`src/rtl/rat_bist_pkg.sv`:
```
// Shared definitions for the RAT register file BIST engine.
// Holds the register file geometry, the engine state encoding and the
// pattern generator used for both writing and checking.
package rat_bist_pkg;

  localparam int unsigned DEPTH = 32;  // register file locations
  localparam int unsigned AW    = 5;   // address width
  localparam int unsigned DW    = 8;   // data width

  typedef enum logic [1:0] {
    IDLE   = 2'd0,
    WR     = 2'd1,
    RD     = 2'd2,
    DONE_S = 2'd3
  } state_t;

  // Test pattern for one location: the address zero-extended to DW, XOR seed.
  function automatic logic [DW-1:0] exp_data(input logic [AW-1:0] addr,
                                             input logic [DW-1:0] seed);
    return {{(DW-AW){1'b0}}, addr} ^ seed;
  endfunction

endpackage

```
`src/rtl/reg_file_bist.sv`:
```
// reg_file_bist: built-in self-test engine for the RAT 32x8 register file.
// Writes exp(a) = a ^ seed to every location, then reads all locations back
// on both read ports at once (X ascending, Y descending) and records pass or
// the first failing address.
//
// Ports:
//   CLK, RST_N        clock, asynchronous active-low reset
//   START, SEED       run request (sampled in IDLE) and pattern seed
//   DX_OUT, DY_OUT    register file read data, ports X and Y
//   DIN, ADRX, ADRY   register file write data and addresses (ADRX = write addr)
//   RF_WR             register file write enable
//   BUSY              engine owns the register file ports
//   DONE              one-cycle completion pulse
//   PASS, FAIL_ADR    result of the last run
module reg_file_bist
  import rat_bist_pkg::*;
(
  input  logic          CLK,
  input  logic          RST_N,
  input  logic          START,
  input  logic [DW-1:0] SEED,
  input  logic [DW-1:0] DX_OUT,
  input  logic [DW-1:0] DY_OUT,
  output logic [DW-1:0] DIN,
  output logic [AW-1:0] ADRX,
  output logic [AW-1:0] ADRY,
  output logic          RF_WR,
  output logic          BUSY,
  output logic          DONE,
  output logic          PASS,
  output logic [AW-1:0] FAIL_ADR
);

  // cnt is one bit wider than an address so the last location never aliases
  // to zero; the terminal compare uses the full width.
  localparam logic [AW:0]   LAST_CNT = (AW+1)'(DEPTH - 1);
  localparam logic [AW:0]   CNT_ONE  = (AW+1)'(1);
  localparam logic [AW-1:0] LAST_ADR = AW'(DEPTH - 1);

  state_t        r_state;
  state_t        w_state_nxt;
  logic [AW:0]   r_cnt;
  logic [AW:0]   w_cnt_nxt;
  logic [DW-1:0] r_seed;
  logic [DW-1:0] w_seed_nxt;
  logic          r_pass;
  logic          w_pass_nxt;
  logic [AW-1:0] r_fail_adr;
  logic [AW-1:0] w_fail_adr_nxt;

  logic [AW-1:0] w_adr_x;
  logic [AW-1:0] w_adr_y;
  logic          w_mis_x;
  logic          w_mis_y;
  logic          w_last;

  assign w_adr_x = r_cnt[AW-1:0];
  assign w_adr_y = LAST_ADR - r_cnt[AW-1:0];
  assign w_last  = (r_cnt == LAST_CNT);
  // Read data only feeds the next-state logic, never an output directly.
  assign w_mis_x = (DX_OUT != exp_data(w_adr_x, r_seed));
  assign w_mis_y = (DY_OUT != exp_data(w_adr_y, r_seed));

  // State, counter, seed and result registers.
  always_ff @(posedge CLK or negedge RST_N) begin
    if (!RST_N) begin
      r_state    <= IDLE;
      r_cnt      <= '0;
      r_seed     <= '0;
      r_pass     <= 1'b0;
      r_fail_adr <= '0;
    end else begin
      r_state    <= w_state_nxt;
      r_cnt      <= w_cnt_nxt;
      r_seed     <= w_seed_nxt;
      r_pass     <= w_pass_nxt;
      r_fail_adr <= w_fail_adr_nxt;
    end
  end

  // Next-state, counter and result update.
  always_comb begin
    w_state_nxt    = r_state;
    w_cnt_nxt      = r_cnt;
    w_seed_nxt     = r_seed;
    w_pass_nxt     = r_pass;
    w_fail_adr_nxt = r_fail_adr;
    case (r_state)
      IDLE: begin
        if (START) begin
          w_seed_nxt     = SEED;
          w_pass_nxt     = 1'b0;
          w_fail_adr_nxt = '0;
          w_cnt_nxt      = '0;
          w_state_nxt    = WR;
        end else begin
          w_state_nxt    = IDLE;
        end
      end
      WR: begin
        if (w_last) begin
          w_cnt_nxt   = '0;
          w_state_nxt = RD;
        end else begin
          w_cnt_nxt   = r_cnt + CNT_ONE;
        end
      end
      RD: begin
        // Port X is checked first so it wins when both ports mismatch.
        if (w_mis_x) begin
          w_fail_adr_nxt = w_adr_x;
          w_state_nxt    = DONE_S;
        end else if (w_mis_y) begin
          w_fail_adr_nxt = w_adr_y;
          w_state_nxt    = DONE_S;
        end else if (w_last) begin
          w_pass_nxt     = 1'b1;
          w_state_nxt    = DONE_S;
        end else begin
          w_cnt_nxt      = r_cnt + CNT_ONE;
        end
      end
      DONE_S: begin
        w_cnt_nxt   = '0;
        w_state_nxt = IDLE;
      end
      default: begin
        w_cnt_nxt   = '0;
        w_state_nxt = IDLE;
      end
    endcase
  end

  // Register file port decode from registered state and cnt; the async reset
  // forces IDLE, so RF_WR drops without waiting for a clock edge.
  always_comb begin
    DIN   = '0;
    ADRX  = '0;
    ADRY  = '0;
    RF_WR = 1'b0;
    BUSY  = 1'b0;
    DONE  = 1'b0;
    case (r_state)
      IDLE: begin
        BUSY = 1'b0;
      end
      WR: begin
        RF_WR = 1'b1;
        BUSY  = 1'b1;
        ADRX  = w_adr_x;
        DIN   = exp_data(w_adr_x, r_seed);
      end
      RD: begin
        BUSY  = 1'b1;
        ADRX  = w_adr_x;
        ADRY  = w_adr_y;
      end
      DONE_S: begin
        DONE  = 1'b1;
      end
      default: begin
        BUSY  = 1'b0;
      end
    endcase
  end

  assign PASS     = r_pass;
  assign FAIL_ADR = r_fail_adr;

endmodule

```
`config.mk`:
```
export PLATFORM = sky130hd
export DESIGN_NAME = reg_file_bist
export DESIGN_NICKNAME = d
export VERILOG_FILES = /design/src/rtl/rat_bist_pkg.sv /design/src/rtl/reg_file_bist.sv
export SDC_FILE = /design/constraint.sdc
export NUM_CORES = 1
export LEC_CHECK = 0
export CORE_UTILIZATION = 43
export DETAILED_ROUTE_END_ITERATION = 12
export PLACE_DENSITY_LB_ADDON = 0.05
export SYNTH_ARGS = -nofsm -noshare
export SYNTH_HDL_FRONTEND = slang
export SYNTH_SLANG_ARGS = --single-unit
```
`constraint.sdc`:
```
create_clock -name CLK -period 2.01 [get_ports CLK]
set_input_delay 0.402 -clock CLK [delete_from_list [all_inputs] [get_ports CLK]]
set_output_delay 0.402 -clock CLK [all_outputs]
set_load 0.05 [all_outputs]
```
==> results.sh, run 1 <==
export IMPL_synthCells=170
export IMPL_instances_no_fill=302
export IMPL_cts_max_path_buffers=2
export IMPL_power_density_nw_per_um2=1538
export IMPL_dr_pass1_iters=4
export IMPL_layout_drive_gt1_share=0.4048
export IMPL_htreeDepth=1
export IMPL_finalHoldViolations=0
export IMPL_vias=1598
export IMPL_postSynth_asyncResetShare=1.000
export IMPL_clock_latency_ns=0.26
export IMPL_synth_edf_count=0
export IMPL_synth_area_leaders="dfrtp_1 (31%), xnor3_1 (13%), mux2i_1 (7.2%), and2_1 (6.3%), mux2_2 (5.0%)"
export IMPL_p_seq_frac=0.161
export IMPL_gp_congestion=0.7801
export IMPL_cellInternalPower_mw=2.545
export IMPL_violations="setup timing"
export IMPL_path_class="reg2reg"
export IMPL_cp_required_ns=2.16
export IMPL_grt_busiest_layer="met2"
export IMPL_slew_headroom=0.6632
export IMPL_setup_slack_ns=-0.02351
export IMPL_dieWidth_um=66.69
export IMPL_wirelength_um=5020
export IMPL_die_h_um=66.69
export IMPL_period_share=1.012
export IMPL_status="complete, but fails checks"
export IMPL_slew_violations=0
export IMPL_antenna_found_initial=0
export IMPL_grt_overflow=0
export IMPL_dp_hpwl_um=3717
export IMPL_place_inst=286
export IMPL_tightest_slew_ns=0.5036
export IMPL_io_pins=54
export IMPL_ys_types=41
export IMPL_setup_violations=6
export IMPL_grt_pass1_wl_um=7741
export IMPL_cts_root_buf="clkbuf_8"
export IMPL_clockPowerShare=0.071
export IMPL_ant_nets=0
export IMPL_gr_usage_met2=0.4167
export IMPL_grtUsageMet3=0.02568
export IMPL_clock_sinks=22
export IMPL_fin_nets=286
export IMPL_cts_reportedPaths_clkPinSlew_ns=0.08
export IMPL_cts_buffers=3
export IMPL_power_mw=4.625
export IMPL_rsz0062_at_grt="yes"
export IMPL_initial_utilization=0.4498
export IMPL_dieArea_um2=4447
export IMPL_syn_avg_cell_area_um2=10.58
export IMPL_leakage_nw=1.437
export IMPL_hold_class="in2async"
export IMPL_core_um2=4000
export IMPL_first_global_vias=1615
export IMPL_endpoint_kind="flip-flop"
export IMPL_r2r_cells=5
export IMPL_synth_nets=203
export IMPL_post_synth_top_area_cell="dfrtp_1"
export IMPL_irDropWorstVdd_v=0.001293
export IMPL_ys_ff_latch=22
export IMPL_worstPathMaxFanout=6
export IMPL_yosysMostFrequentCell="dfrtp_1"
export IMPL_max_freq_mhz=491.8
export IMPL_hold_buffers=0
export IMPL_synth_top_area_share=0.3060
export IMPL_tns_ns=-0.07880
export IMPL_grtUsageMet1=0.3012
export IMPL_ys_flop_type="dfrtp_1"
export IMPL_yosys_top_cells_count="dfrtp_1 (22), and2_1 (18), mux2i_1 (13)"
export IMPL_combPwrFrac=0.768
export IMPL_drv_cap=0
export IMPL_diodes=0
export IMPL_ys_warn_count=0
export IMPL_cts_tree="built"
export IMPL_crit_path_start_kind="flip-flop"
export IMPL_synth_yosys_seq_area_share=0.3060
export IMPL_fin_crit_ns=2.034
export IMPL_io_buffers=53
export IMPL_grt_use_total=0.2347
export IMPL_drc_errors=0
export IMPL_area_growth_pct=67.18
export IMPL_grt_max_degree=23
export IMPL_rows=23
export IMPL_drt_iter0_drc=55
export IMPL_syn_area_um2=1799
export IMPL_fin_skew_ns=0.001613
export IMPL_p_switching_mw=2.080
export IMPL_routed_via_density=5.291
export IMPL_wl_per_cell_um=16.62
export IMPL_arrival_ns=2.19
export IMPL_switching_share=0.4498
-- critical path: stages (launching register included) --
cell and delay [ns]:
dfrtp_1 0.36, xnor3_1 0.43, nor4_4 0.36, and4bb_4 0.34, a21oi_4 0.11, mux2_4 0.32
-- cells in the final DEF, fill, tap and decap left out, types with 4 or more instances in the layout --
| cell type | netlist | final |
|---|---|---|
| and2_1 | 18 | 13 |
| and2_2 | 0 | 5 |
| buf_12 | 0 | 22 |
| buf_4 | 2 | 33 |
| clkbuf_8 | 0 | 4 |
| clkdlybuf4s50_1 | 0 | 26 |
| dfrtp_1 | 22 | 19 |
| inv_1 | 11 | 8 |
| mux2_2 | 8 | 8 |
| mux2i_1 | 13 | 12 |
| nand2_1 | 7 | 7 |
| nor2_1 | 12 | 8 |
| xnor3_1 | 10 | 10 |
| xor2_1 | 8 | 8 |
-- logic make-up (layout without fill, tap and decap cells) --
group,count (synthesis),after routing,share of synthesized area
AO/OA/AOI/OAI,24,24,0.1120
XOR/XNOR,21,21,0.1787
adder cells (fa/ha/maj),6,6,0.04172
buffers and inverters,22,104,0.05285
flip-flops,22,22,0.3060
multiplexers,23,23,0.1391
AND/OR/NAND/NOR,52,52,0.1697
-- path summary, 6_finish.rpt --
kind	from	endpoint	slack, ns
max	r_cnt[4]$_DFFE_PN0P_	r_cnt[1]$_DFFE_PN0P_	-0.02
min	RST_N	FAIL_ADR[1]$_DFFE_PN0P_	0.50
max reg2reg	r_cnt[4]$_DFFE_PN0P_	r_cnt[1]$_DFFE_PN0P_	-0.02
max in group asynchronous	RST_N	r_seed[4]$_DFFE_PN0P_	1.25
min reg2reg	FAIL_ADR[1]$_DFFE_PN0P_	FAIL_ADR[1]$_DFFE_PN0P_	0.52
min in group CLK	FAIL_ADR[1]$_DFFE_PN0P_	FAIL_ADR[1]$_DFFE_PN0P_	0.52
-- power by group through the flow --
stage	combinational [mW]	sequential [mW]	clock (mW)
2_1_floorplan	1.91	0.756	0
6_report	3.55	0.744	0.328
4_1_cts	3.28	0.738	0.338
5_1_grt	3.75	0.765	0.351
3_5_place_dp	3.19	0.749	0
3_3_place_gp	3.14	0.732	0
-- metal layers --
metal,share of wire,wire (µm),vias up
li1,-,-,755
met3,0.042,213,4
met5,0,0,-
met4,0.0076,38,0
met1,0.43,2153,789
met2,0.52,2614,50
-- state kept, by name, indices dropped and copies added (netlist names) --
| signal | cells |
|---|---|
| r_seed | 8 |
| r_state | 2 |
| r_cnt | 6 |
| FAIL_ADR | 5 |
| PASS | 1 |
-- stage by stage --
stage	area, µm²	utilization	worst slack (ns)	hold WS [ns]
4_1_cts	2854	0.7135	-0.008376	0.5084
6_report	3008	0.7520	-0.02351	0.4962
2_1_floorplan	1808	-	-0.06392	0.1064
5_1_grt	3008	0.7520	-0.09778	0.5197
3_3_place_gp	2738	0.6844	-0.4566	0.5028
3_5_place_dp	2738	0.6844	-0.5207	0.5130
-- area by class of cell --
type                            instances  area (µm²)
Multi-Input combinational cell        126        1256
Timing Repair Buffer                   89        1035
Inverter                               11       45.04
Sequential cell                        22       554.3
Tap cell                               50       62.56
Fill cell                             282       992.2
Clock buffer                            4       55.05
-- timing repair --
action	4_1_cts	5_1_grt
pin swaps	8	9
setup endpoints to repair	18	27
cloned	0	0
buffers inserted	5	8
gates resized for setup	10	25
(Power assumes the default switching activity.)
==> run 2: changes to the inputs <==
--- a/config.mk
+++ b/config.mk
@@ -8,6 +8,7 @@
 export CORE_UTILIZATION = 43
 export DETAILED_ROUTE_END_ITERATION = 12
 export PLACE_DENSITY_LB_ADDON = 0.05
+export SETUP_SLACK_MARGIN = 0.05
 export SYNTH_ARGS = -nofsm -noshare
 export SYNTH_HDL_FRONTEND = slang
 export SYNTH_SLANG_ARGS = --single-unit
==> run 2 against run 1 <==
Against the previous run: the run still ends with setup timing left; wire length down 1.0%; sequential share of layout area up 0.21 points; maximum frequency down 0.24%; power down 2.4%; critical path depth up 1; utilization down 0.84 points; count of clock-buffer cells in the layout down 1; sequential power up 2.7%; sequential cell count unchanged; highest routed layer unchanged.
==> results.sh, run 2 (synthesized netlist as in run 1, its figures left out) <==
export IMPL_final_util=0.7435
export IMPL_dp_hpwl_um=3636
export IMPL_first_global_vias=1531
export IMPL_crit_end="r_cnt[5]$_DFFE_PN0P_"
export IMPL_vias=1581
export IMPL_leakage_nw=1.413
export IMPL_period_share=1.014
export IMPL_mostFrequentLayoutCell="clkdlybuf4s50_1"
export IMPL_largest_reg_flops=8
export IMPL_r2r_end="r_cnt[5]$_DFFE_PN0P_"
export IMPL_tightest_slew_ns=0.4977
export IMPL_routed_via_density=5.378
export IMPL_gp_congestion=0.8751
export IMPL_irDropWorstVdd_v=0.001244
export IMPL_drt_iter0_drc=67
export IMPL_layout_drive_gt1_share=0.3811
export IMPL_placedInstanceArea_um2=2726
export IMPL_cts_max_path_buffers=2
export IMPL_timing_hold_ws_ns=0.4978
export IMPL_cts_tree="built"
export IMPL_clock_sinks=22
export IMPL_place_inst=282
export IMPL_reg2reg_from="r_cnt[4]$_DFFE_PN0P_"
export IMPL_hold_buffers=0
export IMPL_setup_violations=1
export IMPL_dieArea_um2=4447
export IMPL_initial_utilization=0.4498
export IMPL_pre_cts_slack_ns=-0.5481
export IMPL_cts_buffers=3
export IMPL_clock_latency_ns=0.26
export IMPL_regMostFlops="r_seed"
export IMPL_slew_violations=0
export IMPL_slew_headroom=0.6671
export IMPL_dr_pass1_iters=4
export IMPL_finalHoldViolations=0
export IMPL_reg2reg_slack_ns=-0.03
export IMPL_path_class="reg2reg"
export IMPL_status="complete, but fails checks"
export IMPL_wirelength_um=4970
export IMPL_cts_root_buf="clkbuf_8"
export IMPL_die_h_um=66.69
export IMPL_antenna_found_initial=0
export IMPL_instances_no_fill=294
export IMPL_wl_per_cell_um=16.90
export IMPL_hold_class="in2async"
export IMPL_crit_path_start_kind="flip-flop"
export IMPL_arrival_ns=2.18
export IMPL_cp_required_ns=2.15
export IMPL_drc_errors=0
export IMPL_rows=23
export IMPL_endpoint_kind="flip-flop"
export IMPL_dieWidth_um=66.69
export IMPL_design_area_um2=2974
export IMPL_area_growth_pct=65.30
export IMPL_grt_overflow=0
export IMPL_grt_use_total=0.2264
export IMPL_drv_cap=0
export IMPL_crit_path_start="r_cnt[4]$_DFFE_PN0P_"
export IMPL_rsz0062_at_grt="yes"
export IMPL_io_buffers=53
export IMPL_io_pins=54
export IMPL_setup_slack_ns=-0.02846
export IMPL_grt_pass1_wl_um=7376
export IMPL_worstPathMaxFanout=4
export IMPL_fin_nets=279
export IMPL_grt_max_degree=23
export IMPL_layout_common_cells="clkdlybuf4s50_1 (28), buf_4 (26), buf_12 (22)"
export IMPL_ant_nets=0
export IMPL_r2r_cells=6
export IMPL_power_density_nw_per_um2=1519
export IMPL_power_mw=4.516
export IMPL_violations="setup timing"
export IMPL_nFillCells=272
export IMPL_tns_ns=-0.02846
export IMPL_fin_skew_ns=0.001824
export IMPL_fin_crit_ns=2.038
export IMPL_htreeDepth=1
export IMPL_cts_reportedPaths_clkPinSlew_ns=0.08
export IMPL_core_um2=4000
export IMPL_diodes=0
export IMPL_max_freq_mhz=490.6
## run 2: repair_timing
action                     CTS  global route
setup endpoints to repair   32            24
pin swaps                    7            12
buffers inserted             4             5
resized for setup           19            17
## run 2: worst max-delay path: stages (launching register included)
cell and delay [ns]:
dfrtp_1 0.38, xnor3_1 0.44, nor4_4 0.33, buf_4 0.18
nand4bb_4 0.15, o311ai_4 0.32, o41ai_2 0.11
## run 2: final cells by class
type | count | area, µm² | share of cell area
multi-input combinational | 126 | 1287 | 0.4329
inverter | 11 | 43.79 | 0.01472
sequential | 22 | 554.3 | 0.1864
timing repair buffer | 82 | 984.7 | 0.3311
tap | 50 | 62.56 | 0.02103
clock buffer | 3 | 41.29 | 0.01388
## run 2: power by group
| part | internal (mW) | total (mW) | switching, mW |
|---|---|---|---|
| Combinational | 1.71 | 3.47 | 1.76 |
| Sequential | 0.581 | 0.764 | 0.183 |
| Clock | 0.134 | 0.279 | 0.145 |
| Total | 2.43 | 4.52 | 2.09 |
## run 2: metal layers
metal | global-route usage | share of wire | vias to the layer above
li1 | - | - | 743
met1 | 0.2679 | 0.39 | 769
met2 | 0.4205 | 0.55 | 59
met3 | 0.02911 | 0.040 | 10
met4 | 0.06383 | 0.016 | 0
met5 | 0 | 0 | -
## run 2: worst min-delay path by stage
stage | start | to | cells after the start
after floorplan | RST_N | FAIL_ADR[0]$_DFFE_PN0P_ | 0
after global placement | r_cnt[5]$_DFFE_PN0P_ | r_cnt[5]$_DFFE_PN0P_ | 1
after detailed placement | r_cnt[5]$_DFFE_PN0P_ | r_cnt[5]$_DFFE_PN0P_ | 1
after CTS | RST_N | r_seed[6]$_DFFE_PN0P_ | 2
after global routing | RST_N | FAIL_ADR[3]$_DFFE_PN0P_ | 2
final | RST_N | r_cnt[0]$_DFFE_PN0P_ | 2
==> RTL edit 1: new RTL, flow settings as in run 1 <==
The package constant `DW` goes from 8 to 6.
--- a/src/rtl/rat_bist_pkg.sv
+++ b/src/rtl/rat_bist_pkg.sv
@@ -5,7 +5,7 @@
 
   localparam int unsigned DEPTH = 32;  // register file locations
   localparam int unsigned AW    = 5;   // address width
-  localparam int unsigned DW    = 8;   // data width
+  localparam int unsigned DW    = 6;   // data width
 
   typedef enum logic [1:0] {
     IDLE   = 2'd0,
Ports: changed (resized DIN, DX_OUT, DY_OUT and SEED); port bits go from 54 to 46. The function was not compared with the original's and may differ.
==> RTL edit 1 against run 1 <==
- critical endpoint is now r_state[1]
- synthesized area decreased by 9.5%
- the run still ends with setup timing left
- sequential cell count shrank 2
- routed wire length down 5.5%
- hold slack worse by 0.016 ns
- combinational power decreased by 6.5%
- largest cell class unchanged
- worst setup slack got worse by 0.22 ns
- die area fell by 9.3%
- final area decreased by 10%
- power down 7.2%
==> RTL edit 1: results (changes against run 1) <==
----------------------------------------------------
[Run status]
  Result of the run ... complete, but fails checks
  Violated checks ... setup timing

[Yosys]
  Synthesized-area fraction occupied by xor and xnor cells ... 18.2% (+0.34 points)
  Largest cells by area after synthesis ... sky130_fd_sc_hd__dfrtp_1, sky130_fd_sc_hd__xnor3_1, sky130_fd_sc_hd__mux2_2
  Complex-gate fraction of the synthesized area ... 11.9% (+0.72 points)
  Count of yosys warnings during synthesis ... 0 (unchanged)
  Multiplexer share of the synthesized area ... 12.4% (-1.5 points)
  Syn_nets ... 181 (-11%)
  Distinct cell type count of the synthesized netlist ... 39 (-4.9%)
  Leading cell types by count after synthesis ... sky130_fd_sc_hd__dfrtp_1, sky130_fd_sc_hd__and2_1, sky130_fd_sc_hd__inv_1
  Adder-cell share of the synthesized area ... 4.61% (+0.44 points)
  Sequential-to-total area share from yosys stat ... 30.7% (+0.15 points)
  Post-synth ARST share ... 100% (unchanged)

[Clock network]
  Clock Latency Late Sink ... 0.27 ns
  Total clock buffers created by CTS ... 3 (unchanged)
  Clock Pin Slew Worst Setup and Hold Paths ... 0.08 ns (about the same)
  Largest buffer count on any clock path ... 2 (unchanged)
  Root buf cell ... sky130_fd_sc_hd__clkbuf_8
  H-Tree Depth ... 1 (unchanged)

[Layout]
  Ant. Diodes ... 0 (unchanged)
  Total number of nets in the final design ... 258 (-9.8%)
  Share of final-layout standard cells stronger than drive strength 1 ... 41.3% (+0.83 points)

[Placement]
  Count of buffers inserted at the top-level ports ... 45 (-15%)
  Detailed placement HPWL ... 3.41 mm (-8.2%)
  GP Congestion ... 0.824 (+5.6%)

[Drt]
  Final Routed Wirelength ... 4.74 mm (-5.5%)
  Router iterations before antenna repair ... 4 (unchanged)
  Count of vias placed by the detailed router ... 1490 (-6.8%)
  Initial DRC Count ... 117 (+110%)

[Timing]
  Final setup viols ... 14 (+8)
  Max transition margin ... 66.8% (+0.45 points)
  Final worst setup slack ... -0.246 ns (-0.222 ns)
  Sum of negative setup slack ... -2.13 ns (-2.05 ns)
  Clk_skew ... 0.00268 ns (+0.00106 ns)

[Hold path]
  Path type of the worst min-delay path ... input port to async pin

[GRT]
  Aggregate global-route resource usage ... 25.5% (+2.0 points)
  Global-route wire length before repair ... 7.82 mm (+0.98%)
  Pin count of the biggest net entering global routing ... 21 (-8.7%)
  Overflow left after global routing ... 0 (unchanged)
  Initial antenna violation count ... 0 (unchanged)
  Number of global-route vias before repair ... 1623 (+0.50%)

[Worst setup path]
  Data arrival time of the critical path ... 2.41 ns (+0.22 ns)
  Delay of the slowest cell on the worst path ... 0.58 ns (+0.15 ns)
  Library cell contributing the largest single delay on the critical path ... sky130_fd_sc_hd__or4_4
  Maximum fanout count along the critical path ... 3 (-3)
  Worst path top cell family by delay ... simple AND/OR/NAND/NOR gates

[Pwr]
  Leakage power total ... 1.30 nW (-9.9%)
  Switching share of power ... 45.7% (+0.69 points)
  Maximum vdd ir drop ... 0.892 mV (-31%)

----------------------------------------------------
-- RTL edit 1: changes by cell type after synthesis, sizes merged, moves of 2 or more --
cell / before / now
dfrtp: 22 / 20
o311ai: 3 / 0
o21ai: 3 / 6
a21oi: 4 / 1
a31oi: 0 / 2
a311oi: 0 / 2
buf: 6 / 4
mux2i: 13 / 10
nand4: 3 / 1
xor2: 8 / 6
nand2: 7 / 4
or3: 0 / 2
and2: 18 / 15
-- RTL edit 1: final timing paths --
check | from | to | slack, ns | cells after the start
min in group CLK | FAIL_ADR[3] | FAIL_ADR[3] | 0.52 | 2
setup / recovery | r_cnt[4] | r_state[1] | -0.25 | 6
hold reg to reg | FAIL_ADR[3] | FAIL_ADR[3] | 0.52 | 2
hold / removal | RST_N | FAIL_ADR[4] | 0.48 | 2
max in group asynchronous | RST_N | r_cnt[1] | 1.28 | 2
setup reg to reg | r_cnt[4] | r_state[1] | -0.25 | 6
-- RTL edit 1: stage by stage --
stage                     cells  setup WS [ns]  total power, mW  cell area [µm²]
final                       276         -0.246             4.29             2700
after CTS                   273         -0.255             4.18             2640
after global placement      263         -0.726             3.63             2490
after detailed placement    263         -0.760             3.71             2490
after floorplan             154         -0.216             2.45             1660
after global routing        276         -0.327             4.52             2700
-- RTL edit 1: logic make-up (layout without fill, tap and decap cells) --
| kind of cell | Yosys count | after routing |
|---|---|---|
| and+or+nand+nor | 47 | 47 |
| DFF | 20 | 20 |
| buffers and inverters | 20 | 96 |
| muxes | 19 | 19 |
| AOI/OAI and AO/OA | 24 | 24 |
| adders and majority gates | 6 | 6 |
| xor gates and xnor gates | 18 | 18 |
-- RTL edit 1: power by group through the flow --
stage                     Sequential (mW)  Combinational (mW)  Clock [mW]
final                               0.642                3.32       0.328
after detailed placement            0.646                3.06           0
after floorplan                     0.701                1.75           0
after CTS                           0.637                3.21       0.336
after global placement              0.635                3.00           0
after global routing                0.656                3.51       0.353
-- RTL edit 1: cell type report --
class,instances,area (µm²)
flip-flops and latches,20,502
inverters,12,45.0
multi-input cells,114,1130
fillers,236,766
well taps,46,57.6
clock buffers,4,55.1
repair buffers,80,910
-- RTL edit 1: per-layer routing --
layer | GRT usage (%) | share of wire, % | vias to the layer above
met4 | 12.8 | 2.8 | 0
met5 | 0 | 0 | -
li1 | - | - | 691
met3 | 3.99 | 4.8 | 12
met2 | 43.1 | 52 | 61
met1 | 31.2 | 41 | 726
-- RTL edit 1: what timing repair did --
item                                    CTS  global route
gates resized for setup                  16            13
hold endpoints to repair                  0             0
gates cloned                              0             0
buffers inserted                          6             4
pin swaps                                13             3
endpoints found under the setup margin   23            24
==> RTL edit 2: new RTL, config.mk and constraints of run 1 <==
Made on the original files. Reset style: synchronous (`RST_N`), changed in one clocked block. Comments in the files are not updated.
--- a/src/rtl/reg_file_bist.sv
+++ b/src/rtl/reg_file_bist.sv
@@ -62,7 +62,7 @@
   assign w_mis_y = (DY_OUT != exp_data(w_adr_y, r_seed));
 
   // State, counter, seed and result registers.
-  always_ff @(posedge CLK or negedge RST_N) begin
+  always_ff @(posedge CLK) begin
     if (!RST_N) begin
       r_state    <= IDLE;
       r_cnt      <= '0;
Formal check against the unedited RTL: differs if RST_N is asserted again (counterexample within 4 cycles, from zero or initial values and one cycle with RST_N low); with RST_N held inactive, the same outputs for 10 cycles.
==> RTL edit 2 against run 1 <==
- the flow still finishes with violations (setup timing)
- highest routed layer unchanged
- non-clock buffer count decreased by 7
- combinational power fell by 41%
- final area fell by 10%
- sequential cell count is the same
- sequential power fell by 26%
- routed wire length decreased by 4.5%
- hold slack lost 0.022 ns
- power decreased by 36%
- synthesized area decreased by 10%
- clock skew grew 0.0058 ns
- count of clock-buffer cells in the layout did not move
- worst setup slack got worse by 0.033 ns
==> RTL edit 2: results (changes against run 1) <==
----------------------------------------------------
[Placement]
  DP Worst Slack ... -0.445 ns (+0.0753 ns)
  Count of buffers inserted at the top-level ports ... 53 (unchanged)
  Cell Area, Placed ... 2510 µm² (-8.2%)
  Detailed placement HPWL ... 3.64 mm (-2.1%)

[GRT]
  Aggregate global-route resource usage ... 23.8% (+0.36 points)
  Number of global-route vias before repair ... 1560 (-3.4%)
  Global-route wire length before repair ... 7.47 mm (-3.6%)

[Drt]
  Vias per Instance ... 5.24 (-0.88%)
  Final Routed Wirelength ... 4.79 mm (-4.5%)

[Timing]
  Final setup viols ... 9 (+3)
  Min Hold Slack ... 0.475 ns (-0.0215 ns)
  Sum of negative setup slack ... -0.292 ns (-0.214 ns)
  Max transition margin ... 66.8% (+0.43 points)
  Final worst setup slack ... -0.0568 ns (-0.0333 ns)

[Clock network]
  Post-cts gate resize count ... 25 (+15)
  Buffers inserted by post-CTS timing repair ... 3 (-2)

[Hold path]
  Path type of the worst min-delay path ... flip-flop to flip-flop

[Layout]
  Filler-free cell count of the finished design ... 298 (-1.3%)
  Share of final-layout standard cells stronger than drive strength 1 ... 37.3% (-3.2 points)

[Yosys]
  Sequential-to-total area share from yosys stat ... 27.3% (-3.3 points)
  Post-synth ARST share ... 0% (-100 points)
  Cells after Synth ... 175 (+2.9%)
  Largest cells by area after synthesis ... sky130_fd_sc_hd__dfxtp_1, sky130_fd_sc_hd__xnor3_1, sky130_fd_sc_hd__xnor2_1
  Distinct cell type count of the synthesized netlist ... 42 (+2.4%)
  Leading cell types by count after synthesis ... sky130_fd_sc_hd__dfxtp_1, sky130_fd_sc_hd__nand2_1, sky130_fd_sc_hd__nor2_1
  Syn_nets ... 208 (+2.5%)

[Worst setup path]
  Critical path destination ... r_state[0]
  Path depth of the worst reg2reg path ... 6 (+1)
  RR Startpoint ... r_cnt[4]
  Worst reg2reg endpoint ... r_state[0]
  Maximum fanout count along the critical path ... 3 (-3)

[Run status]
  Violated checks ... setup timing
  Result of the run ... complete, but fails checks

[Pwr]
  Maximum vdd ir drop ... 1.43 mV (+11%)

----------------------------------------------------
## RTL edit 2: power by group
group | switching [mW] | internal (mW)
Clock | 0.154 | 0.175
Combinational | 1.12 | 0.977
Sequential | 0.0559 | 0.495
Total | 1.33 | 1.65
## RTL edit 2: per-layer routing
metal | wire, µm | global-route usage [%]
met1 | 2050 | 29.0
met4 | 61 | 5.68
met5 | 0 | 0
met2 | 2540 | 43.8
met3 | 137 | 3.26
## RTL edit 2: layout make-up
class	count	area, µm²
Clock buffer	4	55.1
Fill cell	231	767
Inverter	7	30.0
Multi-Input combinational cell	137	1180
Sequential cell	22	449
Tap cell	46	57.6
Timing Repair Buffer	82	926
## RTL edit 2: logic make-up after synthesis
group	count (synthesis)	synth area share [%]
muxes	2	1.24
AOI/OAI and AO/OA	32	15.1
buffers and inverters	16	5.20
DFF	22	27.3
adders and majority gates	6	4.66
xor gates and xnor gates	26	22.8
and+or+nand+nor	71	23.7
